## src/rtl/openofdm_rx_pkt_ctrl.sv

```systemverilog
// Per-packet RX sequencer: preamble -> header -> data -> FCS, with sample-based stage timeouts and core soft reset.
// Latency: every output is registered; a decision on inputs sampled at edge N is visible after edge N.
// Backpressure: none; status inputs are strobes/levels from the receiver core and are never stalled.
//
// Ports:
//   s00_axi_aclk / s00_axi_aresetn : clock, asynchronous active-low reset
//   enable, clear_cnt              : sequencer enable (0 forces IDLE), statistics clear pulse
//   sample_in_strobe               : timeout time base (one tick per input sample)
//   short/long_preamble_detected   : core preamble status levels
//   pkt_header_*, ht_unsupport,
//   pkt_len                        : header decode result, qualified by pkt_header_valid_strobe
//   byte_out_strobe, byte_count    : decoded data progress
//   fcs_out_strobe, fcs_ok         : end-of-packet FCS result
//   cfg_*                          : stage timeouts in samples (0 disables) and maximum packet length
//   core_rst                       : active-high soft reset to the receiver core, RST_CYCLES long
//   rx_busy, state, abort_code     : sequencer status
//   pkt_done_strobe, cnt_*         : end-of-packet pulse and saturating statistics counters
module openofdm_rx_pkt_ctrl #(
    parameter int RST_CYCLES = 4,
    parameter int CNT_WIDTH  = 16
) (
    input  logic                 s00_axi_aclk,
    input  logic                 s00_axi_aresetn,
    input  logic                 enable,
    input  logic                 clear_cnt,
    input  logic                 sample_in_strobe,
    input  logic                 short_preamble_detected,
    input  logic                 long_preamble_detected,
    input  logic                 pkt_header_valid,
    input  logic                 pkt_header_valid_strobe,
    input  logic                 ht_unsupport,
    input  logic [15:0]          pkt_len,
    input  logic                 byte_out_strobe,
    input  logic [15:0]          byte_count,
    input  logic                 fcs_out_strobe,
    input  logic                 fcs_ok,
    input  logic [15:0]          cfg_lts_timeout,
    input  logic [15:0]          cfg_hdr_timeout,
    input  logic [15:0]          cfg_byte_timeout,
    input  logic [15:0]          cfg_max_len,
    output logic                 core_rst,
    output logic                 rx_busy,
    output logic [2:0]           state,
    output logic [2:0]           abort_code,
    output logic                 pkt_done_strobe,
    output logic [CNT_WIDTH-1:0] cnt_fcs_ok,
    output logic [CNT_WIDTH-1:0] cnt_fcs_err,
    output logic [CNT_WIDTH-1:0] cnt_abort
);

    typedef enum logic [2:0] {
        ST_IDLE     = 3'd0,
        ST_LTS_WAIT = 3'd1,
        ST_HDR_WAIT = 3'd2,
        ST_DATA     = 3'd3,
        ST_RESET    = 3'd4
    } state_t;

    // Abort reasons reported on abort_code.
    localparam logic [2:0] AB_LTS_TIMEOUT  = 3'd1;
    localparam logic [2:0] AB_HDR_INVALID  = 3'd2;
    localparam logic [2:0] AB_HT_UNSUPPORT = 3'd3;
    localparam logic [2:0] AB_BAD_LEN      = 3'd4;
    localparam logic [2:0] AB_HDR_TIMEOUT  = 3'd5;
    localparam logic [2:0] AB_BYTE_TIMEOUT = 3'd6;
    localparam logic [2:0] AB_LEN_OVERRUN  = 3'd7;

    // The RESET dwell counter loads RST_CYCLES-1 on entry and leaves when it reaches 0,
    // so the state (and core_rst) stays in RESET for exactly RST_CYCLES cycles.
    localparam int             RW       = (RST_CYCLES > 1) ? $clog2(RST_CYCLES) : 1;
    localparam logic [RW-1:0]  RST_LOAD = RW'(RST_CYCLES - 1);

    state_t                 state_q, state_d;
    logic [15:0]            timer_q, timer_d;
    logic [RW-1:0]          rst_cnt_q;
    logic [15:0]            len_q;
    logic [2:0]             abort_code_q, abort_d;
    logic                   core_rst_q;
    logic                   rx_busy_q;
    logic                   pkt_done_q;
    logic [CNT_WIDTH-1:0]   cnt_ok_q, cnt_err_q, cnt_abort_q;

    logic                   abort_take;
    logic                   fcs_evt;
    logic                   len_ld;
    logic [15:0]            timeout_lim;
    logic                   timeout;
    logic                   len_overrun;

    // Each waiting state has its own limit; a zero limit disables the timeout.
    always_comb begin
        timeout_lim = 16'd0;
        case (state_q)
            ST_LTS_WAIT: timeout_lim = cfg_lts_timeout;
            ST_HDR_WAIT: timeout_lim = cfg_hdr_timeout;
            ST_DATA:     timeout_lim = cfg_byte_timeout;
            default:     timeout_lim = 16'd0;
        endcase
    end

    assign timeout = (timeout_lim != 16'd0) && (timer_q >= timeout_lim);

    // The core may emit the 4 FCS bytes after the payload, hence the +4 slack.
    assign len_overrun = {1'b0, byte_count} > ({1'b0, len_q} + 17'd4);

    // Next-state logic. Within each state, real events are tested before the
    // timeout so that an event arriving on the timeout cycle wins.
    always_comb begin
        state_d    = state_q;
        abort_take = 1'b0;
        abort_d    = abort_code_q;
        fcs_evt    = 1'b0;
        len_ld     = 1'b0;

        case (state_q)
            ST_IDLE: begin
                if (short_preamble_detected) begin
                    state_d = ST_LTS_WAIT;
                end
            end
            ST_LTS_WAIT: begin
                if (long_preamble_detected) begin
                    state_d = ST_HDR_WAIT;
                end else if (timeout) begin
                    abort_take = 1'b1;
                    abort_d    = AB_LTS_TIMEOUT;
                end
            end
            ST_HDR_WAIT: begin
                if (pkt_header_valid_strobe) begin
                    if (!pkt_header_valid) begin
                        abort_take = 1'b1;
                        abort_d    = AB_HDR_INVALID;
                    end else if (ht_unsupport) begin
                        abort_take = 1'b1;
                        abort_d    = AB_HT_UNSUPPORT;
                    end else if ((pkt_len == 16'd0) || (pkt_len > cfg_max_len)) begin
                        abort_take = 1'b1;
                        abort_d    = AB_BAD_LEN;
                    end else begin
                        len_ld  = 1'b1;
                        state_d = ST_DATA;
                    end
                end else if (timeout) begin
                    abort_take = 1'b1;
                    abort_d    = AB_HDR_TIMEOUT;
                end
            end
            ST_DATA: begin
                if (fcs_out_strobe) begin
                    fcs_evt = 1'b1;
                    state_d = ST_IDLE;
                end else if (len_overrun) begin
                    abort_take = 1'b1;
                    abort_d    = AB_LEN_OVERRUN;
                end else if (timeout) begin
                    abort_take = 1'b1;
                    abort_d    = AB_BYTE_TIMEOUT;
                end
            end
            ST_RESET: begin
                // Core status is ignored here; only the dwell counter matters.
                if (rst_cnt_q == '0) begin
                    state_d = ST_IDLE;
                end
            end
            default: begin
                state_d = ST_IDLE;
            end
        endcase

        if (abort_take) begin
            state_d = ST_RESET;
        end

        // Disable overrides everything, including a pending abort or FCS event.
        if (!enable) begin
            state_d    = ST_IDLE;
            abort_take = 1'b0;
            abort_d    = abort_code_q;
            fcs_evt    = 1'b0;
            len_ld     = 1'b0;
        end
    end

    // Timer restarts on every state change and, in DATA, on each decoded byte.
    always_comb begin
        timer_d = timer_q;
        if ((state_d != state_q) || ((state_q == ST_DATA) && byte_out_strobe)) begin
            timer_d = 16'd0;
        end else if (sample_in_strobe && (timer_q != 16'hFFFF)) begin
            timer_d = timer_q + 16'd1;
        end
    end

    always_ff @(posedge s00_axi_aclk or negedge s00_axi_aresetn) begin
        if (!s00_axi_aresetn) begin
            state_q      <= ST_IDLE;
            timer_q      <= 16'd0;
            rst_cnt_q    <= '0;
            len_q        <= 16'd0;
            abort_code_q <= 3'd0;
            core_rst_q   <= 1'b0;
            rx_busy_q    <= 1'b0;
            pkt_done_q   <= 1'b0;
        end else begin
            state_q      <= state_d;
            timer_q      <= timer_d;
            abort_code_q <= abort_d;
            core_rst_q   <= (state_d == ST_RESET);
            rx_busy_q    <= (state_d != ST_IDLE);
            pkt_done_q   <= fcs_evt;
            if (len_ld) begin
                len_q <= pkt_len;
            end
            if (abort_take) begin
                rst_cnt_q <= RST_LOAD;
            end else if ((state_q == ST_RESET) && (rst_cnt_q != '0)) begin
                rst_cnt_q <= rst_cnt_q - 1'b1;
            end
        end
    end

    // Statistics counters: saturate at all-ones; a coincident clear wins.
    always_ff @(posedge s00_axi_aclk or negedge s00_axi_aresetn) begin
        if (!s00_axi_aresetn) begin
            cnt_ok_q    <= '0;
            cnt_err_q   <= '0;
            cnt_abort_q <= '0;
        end else if (clear_cnt) begin
            cnt_ok_q    <= '0;
            cnt_err_q   <= '0;
            cnt_abort_q <= '0;
        end else begin
            if (fcs_evt && fcs_ok && !(&cnt_ok_q)) begin
                cnt_ok_q <= cnt_ok_q + 1'b1;
            end
            if (fcs_evt && !fcs_ok && !(&cnt_err_q)) begin
                cnt_err_q <= cnt_err_q + 1'b1;
            end
            if (abort_take && !(&cnt_abort_q)) begin
                cnt_abort_q <= cnt_abort_q + 1'b1;
            end
        end
    end

    assign core_rst        = core_rst_q;
    assign rx_busy         = rx_busy_q;
    assign state           = state_q;
    assign abort_code      = abort_code_q;
    assign pkt_done_strobe = pkt_done_q;
    assign cnt_fcs_ok      = cnt_ok_q;
    assign cnt_fcs_err     = cnt_err_q;
    assign cnt_abort       = cnt_abort_q;

endmodule

```

## config.mk

```make
export PLATFORM = sky130hd
export DESIGN_NAME = openofdm_rx_pkt_ctrl
export DESIGN_NICKNAME = d
export VERILOG_FILES = /design/src/rtl/openofdm_rx_pkt_ctrl.sv
export SDC_FILE = /design/constraint.sdc
export NUM_CORES = 1
export LEC_CHECK = 0
export BUFFER_PORTS_ARGS = -buffer_cell sky130_fd_sc_hd__buf_2
export CAP_MARGIN = 25
export CORE_MARGIN = 8
export CORE_UTILIZATION = 35
export DETAILED_ROUTE_END_ITERATION = 12
export SYNTH_ARGS = -nofsm -noshare
export SYNTH_HDL_FRONTEND = slang
export SYNTH_SLANG_ARGS = --single-unit
```

## constraint.sdc

```tcl
create_clock -name s00_axi_aclk -period 5.6 [get_ports s00_axi_aclk]
set_input_delay 1.12 -clock s00_axi_aclk [delete_from_list [all_inputs] [get_ports s00_axi_aclk]]
set_output_delay 1.12 -clock s00_axi_aclk [all_outputs]
set_load 0.005 [all_outputs]
```

# After elaboration in Yosys (flattened, before gate mapping)

Cells that the tools add are included.

Divide/modulo/power cells: 0
Muxes and demuxes: 52
Bitwise gates (word level): 0
$lt $le $gt $ge: 3
Reduce and logical (&&, ||, !) cells: 31
Add/sub/neg operators: 6
Shift-type cells: 0
Equality and inequality tests: 13
$mul: 0

Operator list:

| operator                                             | number |
|---|---|
| two-way mux 16 bit                                   | 8 |
| adder 16 x 1 -> 16 bit (second input constant)       | 4 |
| two-way mux 3 bit                                    | 20 |
| case mux 16 bit (3 select lines)                     | 1 |
| AND reduction 16 bit                                 | 3 |
| two-way mux 1 bit                                    | 18 |
| adder 16 x 3 -> 17 bit (second input constant)       | 1 |
| greater-than comparator 16 x 17 -> 1 bit             | 1 |
| greater-or-equal comparator 16 bit                   | 1 |
| greater-than comparator 16 bit                       | 1 |
| logical NOT 16 bit                                   | 1 |
| != test 16 bit (second input constant)               | 1 |
| nonzero test 16 bit                                  | 1 |
| case mux 3 bit (5 select lines)                      | 1 |
| nonzero test 2 bit                                   | 6 |
| logical AND 1 bit                                    | 9 |
| case mux 3 bit (3 select lines)                      | 1 |
| AND reduction 8 bit                                  | 1 |
| equality test 3 x 2 -> 1 bit (second input constant) | 2 |
| equality test 3 bit (second input constant)          | 2 |
| != test 2 bit (second input constant)                | 3 |
| != test 3 bit (second input constant)                | 2 |
| nonzero test 3 bit                                   | 2 |
| != test 5 bit (second input constant)                | 1 |
| other kinds (9)                                      | 14 |

Bits in read-only memories: 0
Word-level logic and storage cells: 116
Memories kept: 0
Input bits: 109
Bits in latches: 0
Flip-flop bits (word level): 91
RAM bits: 0
Output and inout port bits: 57

# Logic depth before layout (Yosys ltp)

Word-level depth: 13
Gate-level depth with buffers: 18
Mapped depth without buffers: 16

# Worst setup path after synthesis

OpenSTA, ideal clock, no wires.

Path type: in2reg
Start point: in cfg_byte_timeout[15]
End point: reg cnt_abort_q[13], in the netlist cnt_abort[13]
Buffers on the path: 1
Arrival: 3635 ps
Required time: 5522 ps
Stages on the path: 13
Setup time: 78 ps
Slack: 1887 ps
Path through: mux2i_1 a211o_2 ha_1 nand4_1 nor2_1 o2111ai_1 o211a_1 nor3_1 o22a_4 o211ai_2 buf_2 or4_1 a21oi_1

Cells in the longest elaborated chain, start to end: 10
Elaborated cells on any way between the ends: 13
Those cells by class: order compare: 1; mux: 8; reduce/logical: 4

RTL lines:

| item                                                                      | RTL line      | text |
|---|---|---|
| start, declared                                                           | 39            | `input logic [15:0] cfg_byte_timeout,` |
| case mux 16 bit (3 select lines) *                                        | 93            | `case (state_q)` |
| greater-or-equal comparator 16 bit or nonzero test 16 bit (tied branches) | 101           | `assign timeout = (timeout_lim != 16'd0) && (timer_q >= timeout_lim);` |
| logical AND 1 bit *                                                       | 101           |  |
| two-way mux 1 bit *                                                       | 124, 144, 156 |  |
| two-way mux 1 bit                                                         | 153           | `end else if (len_overrun) begin` |
| two-way mux 1 bit                                                         | 150           | `if (fcs_out_strobe) begin` |
| case mux 1 bit (3 select lines) *                                         | 115           | `case (state_q)` |
| two-way mux 1 bit *                                                       | 177           | `if (!enable) begin` |
| logical AND 1 bit *                                                       | 241           | `if (abort_take && !(&cnt_abort_q)) begin` |
| nonzero test 2 bit (no source line) *                                     | -             |  |
| end signal, assigned                                                      | 242           | `cnt_abort_q <= cnt_abort_q + 1'b1;` |
| end, declared                                                             | 81            | `logic [CNT_WIDTH-1:0] cnt_ok_q, cnt_err_q, cnt_abort_q;` |

Mark *: on every way between the ends. The rest lies on a longest branch, timed or not.
A chain may end at the register's enable or synchronous reset.

# Worst setup path in the final report

Start point: reg state_q[0], in the netlist state[0]
End point: reg cnt_abort_q[13], in the netlist cnt_abort[13]

Cells in the longest elaborated chain, start to end: 11
Elaborated cells on any way between the ends: 16
Those cells by class: order compare: 1; eq/ne: 3; mux: 8; reduce/logical: 4

RTL lines:

| item                                                                         | RTL line      | text |
|---|---|---|
| start, declared                                                              | 73            | `state_t state_q, state_d;` |
| start signal, assigned                                                       | 207           | `state_q <= state_d;` |
| equality test 3 x 2 -> 1 bit or equality test 3 x 1 -> 1 bit (tied branches) | 93, 115       |  |
| case mux 16 bit (3 select lines)                                             | 93            |  |
| greater-or-equal comparator 16 bit or nonzero test 16 bit (tied branches)    | 101           |  |
| logical AND 1 bit                                                            | 101           |  |
| two-way mux 1 bit                                                            | 124, 144, 156 |  |
| two-way mux 1 bit                                                            | 153           |  |
| two-way mux 1 bit                                                            | 150           |  |
| case mux 1 bit (3 select lines) *                                            | 115           |  |
| two-way mux 1 bit *                                                          | 177           |  |
| logical AND 1 bit *                                                          | 241           |  |
| nonzero test 2 bit (no source line) *                                        | -             |  |

Marks and branches as above.

==> results by group <==
Status
  – Status: finished clean

Run
  – MaxCap Viol Count: 0

Min path
  – Min-Delay Startpoint: abort_code[1]
  – Hold Crit Endpoint: abort_code[1]
  – Hold Crit Class: reg2reg
  – Hold-critical path depth: 2

Power and ir drop
  – Worst vdd ir: 126 µV
  – Pwr/cell area: 232 nW/µm²
  – P_leak: 3.67 nW

Critical path
  – CP peak stage delay: 0.81 ns
  – Critical path's top delay family: compound AO/OA/AOI/OAI gates
  – Worst Path Required: 5.86 ns
  – R2r startpoint: state[0]
  – Worst Setup Start Kind: flop
  – Buf+Inv Stages, Crit Path: 1
  – Worst-path fanout max: 30
  – Slowest cell on crit path: dfrtp_1
  – Worst reg2reg path endpoint: cnt_abort[13]
  – Worst reg2reg setup slack: 1.33 ns
  – CP Capture Type: flop
  – Worst-path cell chain: buf_4, a21oi_1, a211o_2, ha_1, nand4_1, nor2_1, o2111ai_1, o211a_1, nor3_1, o22a_4, o211ai_2, or4_1, a21oi_1
  – Most used cell, CP: a21oi_1
  – CP arrival: 4.52 ns
  – CP Class: reg2reg
  – R2r worst-path depth: 13

Yosys
  – Synth warnings: 0
  – Post-Syn Area: 6370 µm²
  – Sequential share of the synthesized area: 35.7%
  – Syn Inst Count: 702
  – Syn_area_per_cell: 9.07 µm²
  – Post-synth EDFFs: 0
  – Ys async rst share: 100%
  – Register bit count reported by yosys: 91
  – Ys flop type: dfrtp_1
  – Synth unique cells: 60
  – Synthesized net count: 865

STA
  – Peak Freq: 0.234 GHz
  – Final Slew Violations: 0
  – Final Cycle Share: 76.2%
  – Hold WS: 0.479 ns
  – Clock Skews: 0.00517 ns
  – RSZ-0062 raised after global routing: no
  – Period minus WS final: 4.27 ns
  – TNS Setup: 0 ns
  – Final setup vio count: 0
  – Final hold vios: 0
  – Measured slew at the worst slew-check pin: 1.06 ns
  – Slew headroom: 29.4%

Clock network
  – Root Driver: clkbuf_16
  – CTS tree: built
  – Worst-skew pair later-pin latency: 0.34 ns
  – CTS H-tree lvls: 3
  – Clk sinks: 91
  – Number of post-CTS setup repair buffers: 0
  – Inserted Clock Buffers: 9
  – Post-CTS sizing: 0
  – CTS max path bufs: 2
  – # hold bufs at CTS: 0
  – Clk slew on worst S/H paths: 0.06 ns

Detailed routing
  – ANT nets after route: 0
  – Initial drt markers: 226
  – Residual DRC: 0
  – Via count: 5580
  – Vias per cell: 5.09
  – Routed wire length: 17.5 mm
  – Drt wl/cell: 15.9 µm
  – First-pass detailed-route iteration total: 5

Die
  – Die extent in y: 151 µm
  – Die area: 22800 µm²
  – CORE AREA: 17900 µm²
  – Die Wd: 151 µm
  – Initial Utilization: 35.6%
  – Num ports: 166
  – FP Rows: 49

Place
  – Port bufs: 165
  – Dpl cells: 1078
  – Hpwl dp: 13.6 mm
  – DP Area: 7360 µm²
  – Routability cong.: 0.829

Global route
  – First-pass GRT wire length: 27.7 mm
  – Largest net degree at the start of global routing: 50
  – Antenna violations before repair: 2
  – Vias in the first global route: 5504
  – Grt ovf: 0
  – GR Util All Layers: 15.1%

Layout
  – Post-Layout Cell Count: 1096
  – Area grow syn2layout: 20.8%
  – Nets@finish: 1023
  – Layout cell share with drive strength beyond 1: 26.9%
  – Design area: 7690 µm²
  – Layout fillers: 1807
-- metrics by stage --
stage | util, % | setup WS (ns) | power, mW
4_1_cts | 42.9 | 1.32 | 1.81
2_1_floorplan | - | 1.89 | 1.01
5_1_grt | 43.0 | 0.936 | 1.89
3_3_place_gp | 41.1 | 1.31 | 1.13
6_report | 43.0 | 1.33 | 1.78
3_5_place_dp | 41.1 | 1.21 | 1.14
-- report_power, final --
| group | internal, mW | switching [mW] |
|---|---|---|
| Clock | 0.403 | 0.258 |
| Combinational | 0.174 | 0.215 |
| Sequential | 0.693 | 0.0389 |
-- worst max-delay path by stage --
| stage | depth (start not counted) | to | from | slack (ns) |
|---|---|---|---|---|
| final | 13 | cnt_abort[13] | state[0] | 1.33 |
| after global routing | 13 | cnt_abort[13] | state[0] | 0.94 |
| after CTS | 13 | cnt_abort[13] | state[0] | 1.32 |
| after detailed placement | 13 | cnt_abort[9] | cfg_byte_timeout[13] | 1.21 |
| after global placement | 13 | cnt_abort[9] | cfg_lts_timeout[15] | 1.31 |
| after floorplan | 13 | cnt_abort[13] | cfg_byte_timeout[15] | 1.89 |
-- sequential cells by signal, indices dropped and copies added, names as in the netlist --
name             flops
core_rst             1
rst_cnt_q            2
len_q               16
cnt_fcs_err         16
timer_q             16
pkt_done_strobe      1
cnt_fcs_ok          16
rx_busy              1
state                3
abort_code           3
cnt_abort           16
-- tightest hold or removal path, stage by stage, from the launching register on --
cell	delay, ns
dfrtp_1	0.34
nand2_1	0.05
o31ai_1	0.06
-- layout make-up --
| class | instances | area, µm² | share of cell area [%] |
|---|---|---|---|
| antenna | 2 | 5.00 | 0.0651 |
| clock buffer | 10 | 239 | 3.11 |
| clock inverter | 6 | 88.8 | 1.15 |
| inverter | 37 | 139 | 1.81 |
| multi-input combinational | 551 | 3790 | 49.3 |
| sequential | 91 | 2280 | 29.6 |
| tap | 229 | 287 | 3.72 |
| timing repair buffer | 170 | 866 | 11.3 |
-- cells by family after synthesis --
kind of cell / share of synthesized area (%)
AOI/OAI and AO/OA: 14.0
xor gates and xnor gates: 7.15
adders and majority gates: 10.6
buffers and inverters: 4.71
DFF: 35.7
muxes: 5.64
and+or+nand+nor: 22.1
-- cells in the final DEF, fill, tap and decap left out, drive strengths merged, types with 6 or more instances in the layout --
cell    count
a211o      16
a21oi      56
and3       12
buf       170
clkbuf     10
dfrtp      91
ha         54
inv        37
mux2       15
mux2i      19
nand2      63
nand2b      7
nand3      33
nand4      25
nor2       78
nor3       12
o21ai      31
o31ai       6
or3        17
or4         7
xnor2      16
xor2       36
-- Yosys cell counts, types with 2 or more instances --
cell type	n	area, µm²
mux2_2	15	169
a21oi_1	56	280
nor2_2	10	62.6
nand4_1	22	138
or2_2	3	18.8
mux2i_1	19	190
a211o_2	7	70.1
o211ai_1	2	15.0
a21o_1	3	22.5
nor3_1	12	60.1
nor2_1	68	255
buf_2	6	30.0
xnor2_1	16	140
a211o_1	9	78.8
nand2_1	63	236
ha_1	54	676
a211oi_1	3	22.5
o21ai_0	29	145
o2111ai_1	2	17.5
o31ai_1	6	45.0
nand3_1	33	165
nand4_2	2	25.0
nor2b_1	4	25.0
and4_1	3	26.3
or4_1	6	45.0
clkbuf_1	8	30.0
xor2_1	36	315
and3_1	12	75.1
a311oi_1	2	17.5
inv_1	37	139
or3_1	17	106
nand2b_1	7	43.8
nor4_1	4	25.0
a31oi_1	2	12.5
buf_6	7	78.8
dfrtp_1	91	2280
o21a_1	3	22.5
-- metal layers --
layer	up-vias	wire length, µm	track usage, %
li1	2834	-	-
met1	2590	7970	19.5
met4	0	266	5.20
met2	141	7820	24.1
met5	-	0	0
met3	15	1400	4.00
Note: power is estimated with default switching activity, not from simulation.
